**config.mk**
```make
export PLATFORM = sky130hd
export DESIGN_NAME = mem_access_unit
export DESIGN_NICKNAME = d
export VERILOG_FILES = /design/src/rtl/mem_access_unit_pkg.sv /design/src/rtl/mem_lane_align.sv /design/src/rtl/mem_access_unit.sv
export SDC_FILE = /design/constraint.sdc
export NUM_CORES = 1
export LEC_CHECK = 0
export ABC_AREA = 1
export CORE_MARGIN = 2
export CORE_UTILIZATION = 30
export DETAILED_ROUTE_END_ITERATION = 10
export PLACE_DENSITY = 0.68
export SLEW_MARGIN = 10
export SYNTH_ARGS = -nofsm -noshare
export SYNTH_HDL_FRONTEND = slang
export SYNTH_HIERARCHICAL = 1
export SYNTH_SLANG_ARGS = --single-unit
export TNS_END_PERCENT = 10
```
**constraint.sdc**
```tcl
create_clock -name Clk -period 2.8 [get_ports Clk]
set_input_delay 0.42 -clock Clk [delete_from_list [all_inputs] [get_ports Clk]]
set_output_delay 0.42 -clock Clk [all_outputs]
set_load 0.02 [all_outputs]
```
**src/rtl/mem_access_unit_pkg.sv**
```systemverilog
// ---------------------------------------------------------------------------
// mem_access_unit_pkg
//  Shared definitions for the MEM-stage access unit: access-size encodings,
//  FSM state encodings, the default acknowledge timeout and the alignment
//  rule used to decide whether an access may be issued at all.
// ---------------------------------------------------------------------------
package mem_access_unit_pkg;

    // Access size as delivered by the EX/MEM register (2'b11 behaves as word)
    localparam logic [1:0] SIZE_WORD = 2'b00;
    localparam logic [1:0] SIZE_HALF = 2'b01;
    localparam logic [1:0] SIZE_BYTE = 2'b10;

    // Access FSM encodings
    localparam logic [1:0] ST_IDLE = 2'd0;
    localparam logic [1:0] ST_BUSY = 2'd1;
    localparam logic [1:0] ST_DONE = 2'd2;

    localparam int DEF_ACK_TIMEOUT = 16;

    // Natural alignment: words on 4-byte, halves on 2-byte boundaries
    function automatic logic is_aligned(input logic [1:0] size, input logic [1:0] addr_lo);
        case (size)
            SIZE_HALF: return ~addr_lo[0];
            SIZE_BYTE: return 1'b1;
            default:   return (addr_lo == 2'b00);
        endcase
    endfunction

endpackage

```
**src/rtl/mem_lane_align.sv**
```systemverilog
// ---------------------------------------------------------------------------
// mem_lane_align
//  Combinational big-endian byte-lane steering.
//  Ports:
//    size       in  2   access size encoding
//    addr_lo    in  2   byte offset within the word
//    wr_data    in  32  right-justified store data
//    rd_word    in  32  word returned by memory
//    be         out 4   byte enables, bit3 = bits[31:24] (byte 0)
//    wdata      out 32  store data replicated across all lanes
//    load_data  out 32  selected lane, sign-extended for byte/half
// ---------------------------------------------------------------------------
module mem_lane_align
    import mem_access_unit_pkg::*;
(
    input  logic [1:0]  size,
    input  logic [1:0]  addr_lo,
    input  logic [31:0] wr_data,
    input  logic [31:0] rd_word,
    output logic [3:0]  be,
    output logic [31:0] wdata,
    output logic [31:0] load_data
);

    logic signed [7:0]  byte_sel;
    logic signed [15:0] half_sel;

    always_comb begin
        // Byte 0 lives in the most significant lane
        case (addr_lo)
            2'd0:    byte_sel = rd_word[31:24];
            2'd1:    byte_sel = rd_word[23:16];
            2'd2:    byte_sel = rd_word[15:8];
            default: byte_sel = rd_word[7:0];
        endcase
        half_sel = addr_lo[1] ? rd_word[15:0] : rd_word[31:16];

        case (size)
            SIZE_BYTE: begin
                be        = 4'b1000 >> addr_lo;
                wdata     = {4{wr_data[7:0]}};
                load_data = {{24{byte_sel[7]}}, byte_sel};
            end
            SIZE_HALF: begin
                be        = addr_lo[1] ? 4'b0011 : 4'b1100;
                wdata     = {2{wr_data[15:0]}};
                load_data = {{16{half_sel[15]}}, half_sel};
            end
            default: begin
                be        = 4'b1111;
                wdata     = wr_data;
                load_data = rd_word;
            end
        endcase
    end

endmodule

```
**src/rtl/mem_access_unit.sv**
```systemverilog
// ---------------------------------------------------------------------------
// mem_access_unit
//  MEM-stage load/store engine talking to a variable-latency data memory over
//  a req/ack handshake. Stalls the upstream pipeline while an access is
//  outstanding, rejects misaligned accesses and abandons accesses that are not
//  acknowledged within ACK_TIMEOUT cycles.
//  Ports:
//    Clk, Reset                      clock, synchronous active-high reset
//    MemRead_in_MEM/MemWrite_in_MEM  load / store request (store wins)
//    size_in_MEM                     00 word, 01 half, 10 byte, 11 word
//    ALUResult_MEM, WriteData_MEM    byte address, right-justified store data
//    mem_req/mem_we/mem_addr/mem_be/mem_wdata   registered memory request
//    mem_rdata, mem_ack              memory response (ack is one cycle)
//    ReadData_MEM                    extended load result, held between loads
//    Stall_MEM                       freeze upstream pipeline registers
//    Misaligned_MEM, Timeout_MEM     single-cycle event pulses
// ---------------------------------------------------------------------------
module mem_access_unit
    import mem_access_unit_pkg::*;
#(
    parameter int ACK_TIMEOUT = DEF_ACK_TIMEOUT,
    parameter int CNT_W       = 5
) (
    input  logic        Clk,
    input  logic        Reset,
    input  logic        MemRead_in_MEM,
    input  logic        MemWrite_in_MEM,
    input  logic [1:0]  size_in_MEM,
    input  logic [31:0] ALUResult_MEM,
    input  logic [31:0] WriteData_MEM,
    output logic        mem_req,
    output logic        mem_we,
    output logic [31:0] mem_addr,
    output logic [3:0]  mem_be,
    output logic [31:0] mem_wdata,
    input  logic [31:0] mem_rdata,
    input  logic        mem_ack,
    output logic [31:0] ReadData_MEM,
    output logic        Stall_MEM,
    output logic        Misaligned_MEM,
    output logic        Timeout_MEM
);

    logic [1:0]       state;
    logic [CNT_W-1:0] cnt;
    logic [1:0]       size_q;
    logic [1:0]       addr_lo_q;
    logic             load_q;

    logic             access;
    logic             aligned;
    logic             issue;
    logic             at_limit;
    logic [1:0]       align_size;
    logic [1:0]       align_lo;
    logic [3:0]       be_c;
    logic [31:0]      wdata_c;
    logic [31:0]      load_c;

    assign access   = MemRead_in_MEM | MemWrite_in_MEM;
    assign aligned  = is_aligned(size_in_MEM, ALUResult_MEM[1:0]);
    assign issue    = (state == ST_IDLE) & access & aligned;
    assign at_limit = (cnt == CNT_W'(ACK_TIMEOUT - 1));

    // Event outputs are suppressed while reset is held so every output reads 0
    assign Stall_MEM      = ~Reset & (issue | (state == ST_BUSY));
    assign Misaligned_MEM = ~Reset & (state == ST_IDLE) & access & ~aligned;
    assign Timeout_MEM    = ~Reset & (state == ST_BUSY) & ~mem_ack & at_limit;

    // The lane logic builds the request from live inputs while idle and
    // extracts load data using the size/offset captured at issue while busy.
    assign align_size = (state == ST_IDLE) ? size_in_MEM        : size_q;
    assign align_lo   = (state == ST_IDLE) ? ALUResult_MEM[1:0] : addr_lo_q;

    mem_lane_align u_lane (
        .size      (align_size),
        .addr_lo   (align_lo),
        .wr_data   (WriteData_MEM),
        .rd_word   (mem_rdata),
        .be        (be_c),
        .wdata     (wdata_c),
        .load_data (load_c)
    );

    always_ff @(posedge Clk) begin
        if (Reset) begin
            state        <= ST_IDLE;
            cnt          <= '0;
            size_q       <= 2'b00;
            addr_lo_q    <= 2'b00;
            load_q       <= 1'b0;
            mem_req      <= 1'b0;
            mem_we       <= 1'b0;
            mem_addr     <= '0;
            mem_be       <= '0;
            mem_wdata    <= '0;
            ReadData_MEM <= '0;
        end else begin
            case (state)
                ST_IDLE: begin
                    if (issue) begin
                        state     <= ST_BUSY;
                        cnt       <= '0;
                        size_q    <= size_in_MEM;
                        addr_lo_q <= ALUResult_MEM[1:0];
                        load_q    <= ~MemWrite_in_MEM;
                        mem_req   <= 1'b1;
                        mem_we    <= MemWrite_in_MEM;
                        mem_addr  <= {ALUResult_MEM[31:2], 2'b00};
                        mem_be    <= be_c;
                        mem_wdata <= wdata_c;
                    end
                end
                ST_BUSY: begin
                    // Ack takes priority over a timeout landing in the same cycle
                    if (mem_ack || at_limit) begin
                        state     <= ST_DONE;
                        mem_req   <= 1'b0;
                        mem_we    <= 1'b0;
                        mem_addr  <= '0;
                        mem_be    <= '0;
                        mem_wdata <= '0;
                        if (load_q)
                            ReadData_MEM <= mem_ack ? load_c : 32'h0;
                    end else begin
                        cnt <= cnt + 1'b1;
                    end
                end
                // DONE lets the pipeline advance; the instruction still sitting
                // in EX/MEM this cycle has already been serviced.
                default: state <= ST_IDLE;
            endcase
        end
    end

endmodule

```
* After elaboration in Yosys (flattened, before gate mapping)
Cells that the tools add are included.
** Word-level totals
- Bits in registers :: 114
- Output and inout port bits :: 105
** Cells by class
- $add $sub $neg :: 1
- Eq/ne operators :: 11
- Shift-type cells :: 1
- Mux-type cells :: 29
- Bitwise gates (word level) :: 16
- Reduce and logical (&&, ||, !) cells :: 10
** Operators with widths (number)
- $pmux W32 S2 :: 4
- $mux W32 :: 4
- $pmux W8 S3 :: 1
- $mux W16 :: 1
- $pmux W4 S2 :: 2
- $mux W4 :: 3
- $mux W5 :: 2
- $pmux W5 S2 :: 1
- $and A1 B1 Y1 :: 9
- $reduce_and A3 Y1 :: 3
- $eq A2 B1 Y1 const B :: 4
- $mux W2 :: 4
- $eq A2 B2 Y1 const B :: 3
- $logic_not A2 Y1 :: 3
- $pmux W1 S2 :: 3
- $add A5 B1 Y5 const B :: 1
- $eq A5 B4 Y1 const B :: 1
- $not A1 Y1 :: 5
- $ne A2 B2 Y1 const B :: 2
- $pmux W2 S2 :: 1
- $reduce_and A2 Y1 :: 2
- $shr A4 B2 Y4 const A :: 1
- $mux W1 :: 3
- $ne A2 B1 Y1 const B :: 1
- 3 further kinds :: 4

* Longest topological paths before layout
- Depth in word-level cells :: 6
- Gate-level depth with buffers :: 17

* Modules after synthesis
Netlist, hierarchy kept.
** By module, submodules not included
- mem_access_unit :: instances 1, cells each 635, area an instance 4624.4 um^2
- mem_lane_align :: instances 1, cells each 266, area an instance 1194.9 um^2

* Worst setup path after synthesis
Ideal clock, no wire load.
- Path kind :: reg-to-reg
- Start :: reg state[0]
- End :: reg mem_wdata[28]
- Data arrival time :: 2.004 ns
- Required time :: 2.730 ns
- Path slack :: 0.726 ns
- Cell stages (with the launch flop) :: 17
- Period minus slack after synthesis :: 2.074 ns
- Cells stage by stage :: dfxtp_1 -> inv_2 -> nand2_4 -> o21ai_0 -> inv_1 -> ha_1 -> buf_2 -> inv_2 -> buf_2 -> nand2_1 -> nor2_1 -> a21oi_1 -> nand2_1 -> inv_1 -> nor2_1 -> nand2_1 -> a21oi_1
** Between the ends
- Word-level cells in the longest chain between the ends :: 6
** Ends and longest elaborated chain
- start, declared :: RTL line mem_access_unit.sv:44 : logic [1:0] state;
- start signal, assigned :: RTL line mem_access_unit.sv:87 : state <= ST_IDLE;
- start signal, assigned :: RTL line mem_access_unit.sv:102 : state <= ST_BUSY;
- start signal, assigned :: RTL line mem_access_unit.sv:117 : state <= ST_DONE;
- $logic_not A2 Y1 * :: RTL line mem_access_unit.sv:72 : assign align_size = (state == ST_IDLE) ? size_in_MEM : size_q;
- $mux W2 * :: RTL line mem_access_unit.sv:72
- via align_size[0] :: RTL line mem_access_unit.sv:54 : logic [1:0] align_size;
- $eq A2 B1 Y1 or $eq A2 B2 Y1 (tied branches) :: RTL line mem_lane_align.sv:38 : case (size)
- $pmux W32 S2 * :: RTL line mem_lane_align.sv:38
- via wdata_c[28] :: RTL line mem_access_unit.sv:57 : logic [31:0] wdata_c;
- $mux W32 * :: RTL line mem_access_unit.sv:101 : if (issue) begin
- $pmux W32 S2 * :: RTL line mem_access_unit.sv:99 : case (state)
- end signal, assigned :: RTL line mem_access_unit.sv:111 : mem_wdata <= wdata_c;
- end, declared :: RTL line mem_access_unit.sv:35 : output logic [31:0] mem_wdata,
Mark *: on every way through the listed nets, which the timed path passes. The rest lies on a longest branch. The select of a mux whose other input is x is not followed.
A chain may end at the register's enable or synchronous reset.

* Worst setup path after layout
- Start :: reg cnt[0]
- End :: out Timeout_MEM
** Between the ends
- Word-level cells in the longest chain between the ends :: 2
** Ends and longest elaborated chain
- start, declared :: RTL line mem_access_unit.sv:45 : logic [CNT_W-1:0] cnt;
- start signal, assigned :: RTL line mem_access_unit.sv:126 : cnt <= cnt + 1'b1;
- $eq A5 B4 Y1 :: RTL line mem_access_unit.sv:63 : assign at_limit = (cnt == CNT_W'(ACK_TIMEOUT - 1));
- $and A1 B1 Y1 :: RTL line mem_access_unit.sv:68 : assign Timeout_MEM = ~Reset & (state == ST_BUSY) & ~mem_ack & at_limit;
- end, declared :: RTL line mem_access_unit.sv:41 : output logic Timeout_MEM
Every way passes these cells.

==> out/metrics.yaml <==
status:
  status: "complete, no violations"
floorplanning:
  initial_utilization: 0.308
  rows: 50
  dieArea_um2: 20500
  die_h_um: 143
  core_area_um2: 18900
  io_pins: 208
  die_w_um: 143
yosys:
  synth_area_um2: 5820
  syn_area_per_cell_um2: 6.46
  yosysUniqueCellTypes: 30
  synthCells: 901
  yosys_warnings: 6
  yosysSeqAreaShare: 0.385
  synth-seq-cells: 112
critical_path:
  critPathMaxStageDelay_ns: 0.64
  crit_required_ns: 2.38
  critPathKind: "reg -> out"
  worst-path-buf-inv: 1
  timing.critical_path.slowest_stage_cell: "clkdlybuf4s50_1"
  crit_family: "buffers and inverters"
  cp_max_fo: 5
  end_kind: "output pin"
  startpoint_type: "flop"
  arrival_ns: 2.20
  path_cells: "ha_1 -> nand2_1 -> nor2_1 -> ha_1 -> nand2_1 -> nor3_1 -> clkdlybuf4s50_1"
clocking:
  cts_buffer_depth: 2
  cts-root-buf: "clkbuf_16"
  cts_sinks: 112
  cts_tree: "yes"
  clkLatencyLatePin_ns: 0.36
  cts_hold_buf: 0
  cts-buffers-inserted: 9
  postCtsResizedCells: 2
  htreeDepth: 3
  postCtsSetupBuffers: 0
  clkSlewWorstSetupHoldPaths_ns: 0.08
sta:
  period_minus_slack_ns: 2.62
  hold_viol: 0
  rsz0062_at_grt: "false"
  finalSetupViolations: 0
  slew_viol_final: 0
  post-route-period-util: 0.935
  worst_pin_slew_ns: 0.938
  max_slew_margin: 0.375
  fmax_mhz: 382
  fin_skew_ns: 0.0121
  whs_ns: 0.431
routing:
  vias: 6369
  viasPerCell: 4.70
  ant_nets: 0
  drtPass1Iterations: 5
  first_iter_violations: 468
  wl_per_cell_um: 14.8
  routed_wl_um: 20000
  drc_errors: 0
place:
  hpwl_um: 14100
  dpl_cell_area_um2: 8200
  gp_congestion: 0.861
  port_buffers: 205
final_layout:
  final_nets: 1197
  design_area_um2: 8530
  layout_common_cells: "nand2_1 (297), clkdlybuf4s50_1 (202), a21oi_1 (118), nand3_1 (117), dfxtp_1 (112)"
  syn_to_final_growth_pct: 46.6
  drive_gt1_frac: 0.0851
  final_common_cell: "nand2_1"
  n_fill_cell: 2025
pwr:
  power_per_cell_area_nw_per_um2: 561
  power_w: 0.00479
  leakagePower_nw: 3.56
  irDropWorstVdd_mv: 0.317
grt:
  overflow: 0
  grt_first_pass_wirelength_um: 31100
  grt_max_degree: 83
  grt_pass1_vias: 5751
  track_usage: 0.191
  antenna_found_initial: 1
worst_hold_path:
  hold_path.class: "in -> reg"
run:
  drv_cap: 0
==> synth_stat cells, drive strengths merged <==
library cell / instances / share of area
nand2: 316 / 0.21
a21oi: 119 / 0.10
nand3: 119 / 0.10
dfxtp: 112 / 0.39
nor2: 73 / 0.050
inv: 64 / 0.042
buf: 37 / 0.044
clkbuf: 31 / 0.020
o21ai: 14 / 0.013
ha: 6 / 0.013
nand4: 4 / 0.0043
a31oi: 1 / 0.0011
conb: 1 / 0.00064
nor3: 1 / 0.00086
nor3b: 1 / 0.0013
o21bai: 1 / 0.0013
o31ai: 1 / 0.0013
==> final timing paths <==
path / from / endpoint / slack, ns / cells after the start
setup / recovery: cnt[0] / Timeout_MEM / 0.18 / 7
hold / removal: Reset / load_q / 0.43 / 4
setup reg to reg: state[0] / mem_wdata[20] / 0.33 / 13
hold reg to reg: ReadData_MEM[7] / ReadData_MEM[7] / 0.46 / 2
==> through the flow <==
| stage | setup TNS, ns | util | std cells | setup WS (ns) |
|---|---|---|---|---|
| finish | 0 | 0.451 | 1354 | 0.183 |
| global route | 0 | 0.451 | 1353 | 0.00306 |
| CTS | 0 | 0.451 | 1353 | 0.170 |
| detailed placement | -3.25 | 0.434 | 1337 | -0.101 |
| global placement | -1.35 | 0.434 | 1337 | -0.0816 |
| floorplan | 0 | - | 902 | 0.726 |
==> cells by family (layout without fill, tap and decap cells) <==
kind of cell / Yosys count / count (layout) / share of synthesized area
compound gates: 136 / 136 / 0.120
fa+ha+maj: 6 / 6 / 0.0129
buf+inv: 132 / 323 / 0.106
flops: 112 / 112 / 0.385
other cells: 1 / 3 / 0.000644
simple gates: 514 / 514 / 0.375
==> power breakdown <==
part           total [W]  switching, W  internal [W]  leakage, nW
sequential       0.00178     0.0000697       0.00171        0.911
clock            0.00141      0.000677      0.000733        0.162
combinational    0.00160      0.000934      0.000668         2.49
total            0.00479       0.00168       0.00311         3.56
==> state kept, by name, summed over array words and instances (netlist names) <==
signal / count
mem_be: 4
size_q: 2
mem_wdata: 32
ReadData_MEM: 32
cnt: 5
mem_addr: 30
addr_lo_q: 2
mem_we: 1
state: 2
mem_req: 1
load_q: 1
==> per-layer routing <==
layer	track usage	wire length [um]
met2	0.291	9280
met4	0.0604	414
met1	0.269	8910
met3	0.0426	1370
met5	0	11
==> final cells by class <==
| cell class | count | area (um2) | area share |
|---|---|---|---|
| multi-input cells | 658 | 2980 | 0.350 |
| repair buffers | 243 | 2400 | 0.282 |
| flip-flops and latches | 112 | 2240 | 0.263 |
| well taps | 260 | 325 | 0.0381 |
| inverters | 64 | 243 | 0.0285 |
| clock buffers | 9 | 225 | 0.0264 |
| clock inverters | 7 | 105 | 0.0123 |
| diodes | 1 | 2.50 | 0.000293 |
==> worst min-delay path, cell delays in order <==
cell and delay (ns):
buf_2 0.10, inv_1 0.10, nand2_1 0.09, nor2_1 0.03
Power figures use the tool's default switching activity.
==> patch 1: new RTL, same flow settings <==
Put a register stage on the output `Timeout_MEM`, without a reset. The value now appears one clock later. The other outputs are not delayed to match. Comments in the files are not updated.
--- a/src/rtl/mem_access_unit.sv
+++ b/src/rtl/mem_access_unit.sv
@@ -67,3 +67,5 @@
     assign Misaligned_MEM = ~Reset & (state == ST_IDLE) & access & ~aligned;
-    assign Timeout_MEM    = ~Reset & (state == ST_BUSY) & ~mem_ack & at_limit;
+    always_ff @(posedge Clk) begin
+        Timeout_MEM <= ~Reset & (state == ST_BUSY) & ~mem_ack & at_limit;
+    end
 
Check against the original RTL: no difference found for any inputs over 4 cycles, from zero or initial values and one cycle with Reset high; that may be too few to reach the edited logic, so the function may still have changed.
==> patch 1 against the unedited design <==
Wire length grew 2.2%. Critical path depth grew 2. Sequential cell count grew 1. First-iteration DRC count shrank 9.2%. Synthesized area grew 0.34%. Worst setup slack gained 0.21 ns. Sequential share of layout area shrank 0.63 points. Power grew 16%. Final area grew 3.4%. Synthesized cell count grew 0.11%.
==> patch 1: results (changes against the unedited design) <==
timing:
  worst_pin_slew_ns: 0.965  # +0.0276 ns
  fin_crit_ns: 2.41  # -0.211 ns
  skew_ns: 0.00721  # -0.00491 ns
route:
  drt_first_iter_violations: 425  # -9.2%
  totalWireLength_um: 20400  # +2.2%
  first_pass_iters: 4  # -1
  num_vias: 6466  # +1.5%
grt:
  antenna_found_initial: 0  # -1
  grt_pass1_wl_um: 31900  # +2.4%
  grt_pass1_vias: 6029  # +4.8%
cts:
  clock_latency_ns: 0.42  # +0.06 ns
  cts_buffers: 17  # +8
  cts.reportedPaths.clkPinSlew_ns: 0.05  # -0.03 ns
setup_path:
  path_max_fanout: 6  # +1
  worst_path_max_delay_cell: "clkdlybuf4s50_1"
  cp_slowest_stage_delay_ns: 0.48  # -0.16 ns
synth:
  synth_fa_ha_area_frac: 0.0129  # -0.0000442
  synthTopCellsByArea: "dfxtp_1, nand2_1, a21oi_1, nand3_1, nor2_1"
  ys_top_cells_by_count: "nand2_1, a21oi_1, nand3_1"
  synth_compound_area_frac: 0.120  # -0.000411
finish:
  drive_gt1_frac: 0.0981  # +0.0130
  nets: 1207  # +0.84%
  num_antenna_cells: 0  # -1
power:
  p_leak_nw: 3.71  # +4.3%
status:
  status: "complete, no violations"
placement:
  place_congestion: 0.866  # +0.58%
## patch 1: per-layer routing
metal | share of wire | global-route usage | vias to the layer above
li1 | - | - | 3262
met1 | 0.44 | 0.251 | 2967
met2 | 0.47 | 0.325 | 212
met3 | 0.063 | 0.0483 | 25
met4 | 0.020 | 0.0702 | 0
met5 | 0 | 0 | -
## patch 1: final cells by class
type / instances / area [µm²]
timing repair buffer: 244 / 2410
tap: 265 / 332
clock buffer: 18 / 439
multi-input combinational: 658 / 2980
sequential: 113 / 2260
fill: 1993 / 10500
inverter: 64 / 243
clock inverter: 14 / 156
## patch 1: cell families after synthesis
kind of cell,count (synthesis)
AOI/OAI and AO/OA,136
adders and majority gates,6
buffers and inverters,132
DFF,113
other,1
and+or+nand+nor,514
## patch 1: worst paths after layout
check	from	end	slack [ns]	cells after the start
worst min-delay path	Reset	addr_lo_q[1]	0.46	5
worst max-delay path	size_in_MEM[0]	Misaligned_MEM	0.39	9
worst max register to register	state[0]	ReadData_MEM[0]	0.46	15
worst min register to register	ReadData_MEM[3]	ReadData_MEM[3]	0.46	2
## patch 1: where the power goes
| part | internal, mW | total, mW | switching, mW | leakage [nW] |
|---|---|---|---|---|
| clock | 1.34 | 2.17 | 0.828 | 0.280 |
| sequential | 1.72 | 1.79 | 0.0628 | 0.919 |
| combinational | 0.671 | 1.62 | 0.946 | 2.51 |
| total | 3.74 | 5.58 | 1.84 | 3.71 |
## patch 1: per-stage QoR
step / worst slack, ns / cell area, µm² / hold slack (ns) / instances
after floorplan: 0.726 / 5840 / 0.445 / 903
after global placement: 0.0345 / 8220 / 0.447 / 1344
after detailed placement: 0.0283 / 8220 / 0.457 / 1344
after CTS: 0.0122 / 8810 / 0.444 / 1376
after global routing: 0.200 / 8820 / 0.476 / 1376
final: 0.395 / 8820 / 0.461 / 1376
## patch 1: timing repair
| item | in CTS | in global routing |
|---|---|---|
| gates resized for setup | 0 | 2 |
| setup buffers | 0 | 0 |
| endpoints found under the setup margin | 0 | 2 |
## patch 1: worst max-delay path, delay by kind of cell
| family | cells | cell delay, ns |
|---|---|---|
| fa+ha+maj | 1 | 0.32 |
| simple gates | 4 | 0.43 |
| buf+inv | 4 | 0.81 |
==> patch 2: new RTL, config.mk and constraints unchanged <==
Made on the original files. Change the parameter `CNT_W` from 5 to 7.
--- a/src/rtl/mem_access_unit.sv
+++ b/src/rtl/mem_access_unit.sv
@@ -21,3 +21,3 @@
     parameter int ACK_TIMEOUT = DEF_ACK_TIMEOUT,
-    parameter int CNT_W       = 5
+    parameter int CNT_W       = 7
 ) (
Formal check against the unedited RTL: no difference found for any inputs over 4 cycles, from zero or initial values and one cycle with Reset high; that may be too few to reach the edited logic, so the function may still have changed.
==> patch 2 against the unedited design <==
Clock power rose by 65%. Power rose by 15%. Highest routed layer is now met4. Count of clock-buffer cells in the layout rose by 12. Clock skew fell by 0.0028 ns. Via count fell by 7.4%. Core utilization rose by 1.4 points. Wire length fell by 9.3%. Synthesized area fell by 4.2%. Worst setup slack improved by 0.12 ns. Final area fell by 1.2%. Largest cell class unchanged. Critical endpoint is now Stall_MEM. Sequential cell count rose by 2. Sequential share of layout area rose by 0.80 points. Register-to-register slack improved by 0.07 ns.
==> patch 2: results (changes against the unedited design) <==
route:
  met3_length_um: 901  # -34%
  num_vias: 5895  # -7.4%
  wl_met2_um: 8350  # -10%
  wl_per_cell_um: 14.4  # -2.4%
  met1Wirelength_um: 8420  # -5.6%
  drt_first_iter_violations: 344  # -26%
  topRoutingLayerUsed: "met4"
finish:
  clock_area_frac: 0.0744  # +0.0357
  multi_input_area_share: 0.338  # -0.0112
  buf_share: 0.270  # -0.0115
  multi_input_cells: 628  # -4.6%
  buffers_excl_clock: 230  # -5.3%
  num_antenna_cells: 0  # -1
  num-nonclk-inverters: 26  # -59%
  nFillCells: 1820  # -10%
  nets: 1125  # -6.0%
  seq_area_frac: 0.271  # +0.00803
  clock_buffers: 21  # +12
synth:
  ys_types: 29  # -3.3%
  synth_fa_ha_area_frac: 0.0112  # -0.00168
  ys_ff_latch: 114  # +1.8%
  synth_compound_area_frac: 0.137  # +0.0170
  synthTopCellsByArea: "dfxtp_1, nand2_1, a21oi_1, nand4_1, nand2_2"
  yosys.area.top_type_share: 0.409  # +0.0241
  ys_top_cells_by_count: "nand2_1, dfxtp_1, a21oi_1"
  synth-seq-area-share: 0.409  # +0.0241
grt:
  grt_pass1_wl_um: 28600  # -7.9%
  grt_max_degree: 50  # -40%
  track_usage: 0.182  # -0.00993
  antenna_found_initial: 0  # -1
  grt_util_met2: 0.286  # -0.00498
  grt_pass1_vias: 5475  # -4.8%
  grtUsageMet3: 0.0332  # -0.00943
  met1_usage: 0.242  # -0.0274
power:
  irDropWorstVdd_mv: 0.408  # +28%
  p_sw_mw: 1.67  # -0.83%
  p_comb_frac: 0.258  # -0.077
  p_leak_nw: 3.44  # -3.5%
  p_int_mw: 3.86  # +24%
  clkPwrFrac: 0.419  # +0.125
min_path:
  whs_path_depth: 2  # -2
  hold_end: "mem_we"
cts:
  cts.reportedPaths.clkPinSlew_ns: 0.06  # -0.02 ns
  cts_buffers: 17  # +8
  clock_latency_ns: 0.41  # +0.05 ns
  cts_htree_levels: 4  # +1
  ctsResizeCount: 1  # -1
setup_path:
  crit_start: "size_in_MEM[0]"
  reg2reg_from: "state[1]"
  cp_slowest_stage_delay_ns: 0.48  # -0.16 ns
  cp.arrival_ns: 2.08  # -0.12 ns
  r2r-end: "mem_wdata[10]"
  path_max_fanout: 3  # -2
  reg2reg_depth: 12  # -1
timing:
  fmax_mhz: 400  # +4.7%
  max_slew_margin: 0.473  # +0.0980
placement:
  dp_slack_ns: -0.0889  # +0.0121 ns
  dpl.hpwl_um: 12800  # -9.4%
  place_congestion: 0.907  # +5.4%
status:
  status: "complete, no violations"
[patch 2: changes by cell type in the layout (fill, tap and decap cells not counted), moves of 4 or more]
| cell | before | now |
|---|---|---|
| nor2_1 | 68 | 33 |
| a21oi_2 | 1 | 9 |
| nand2_1 | 297 | 359 |
| clkinv_2 | 0 | 4 |
| nand3_1 | 117 | 18 |
| nand4_1 | 4 | 33 |
| a21oi_1 | 118 | 109 |
| clkbuf_16 | 9 | 17 |
| inv_1 | 55 | 19 |
| nand2_2 | 16 | 21 |
| o21ai_0 | 12 | 20 |
| buf_4 | 32 | 23 |
[patch 2: through the flow]
step	instances	util	hold slack (ns)	instance area, µm²
final	1258	0.466	0.410	8420
after global routing	1258	0.466	0.416	8420
after CTS	1258	0.466	0.399	8420
after detailed placement	1227	0.431	0.451	7790
after global placement	1227	0.431	0.447	7790
after floorplan	829	-	0.445	5580
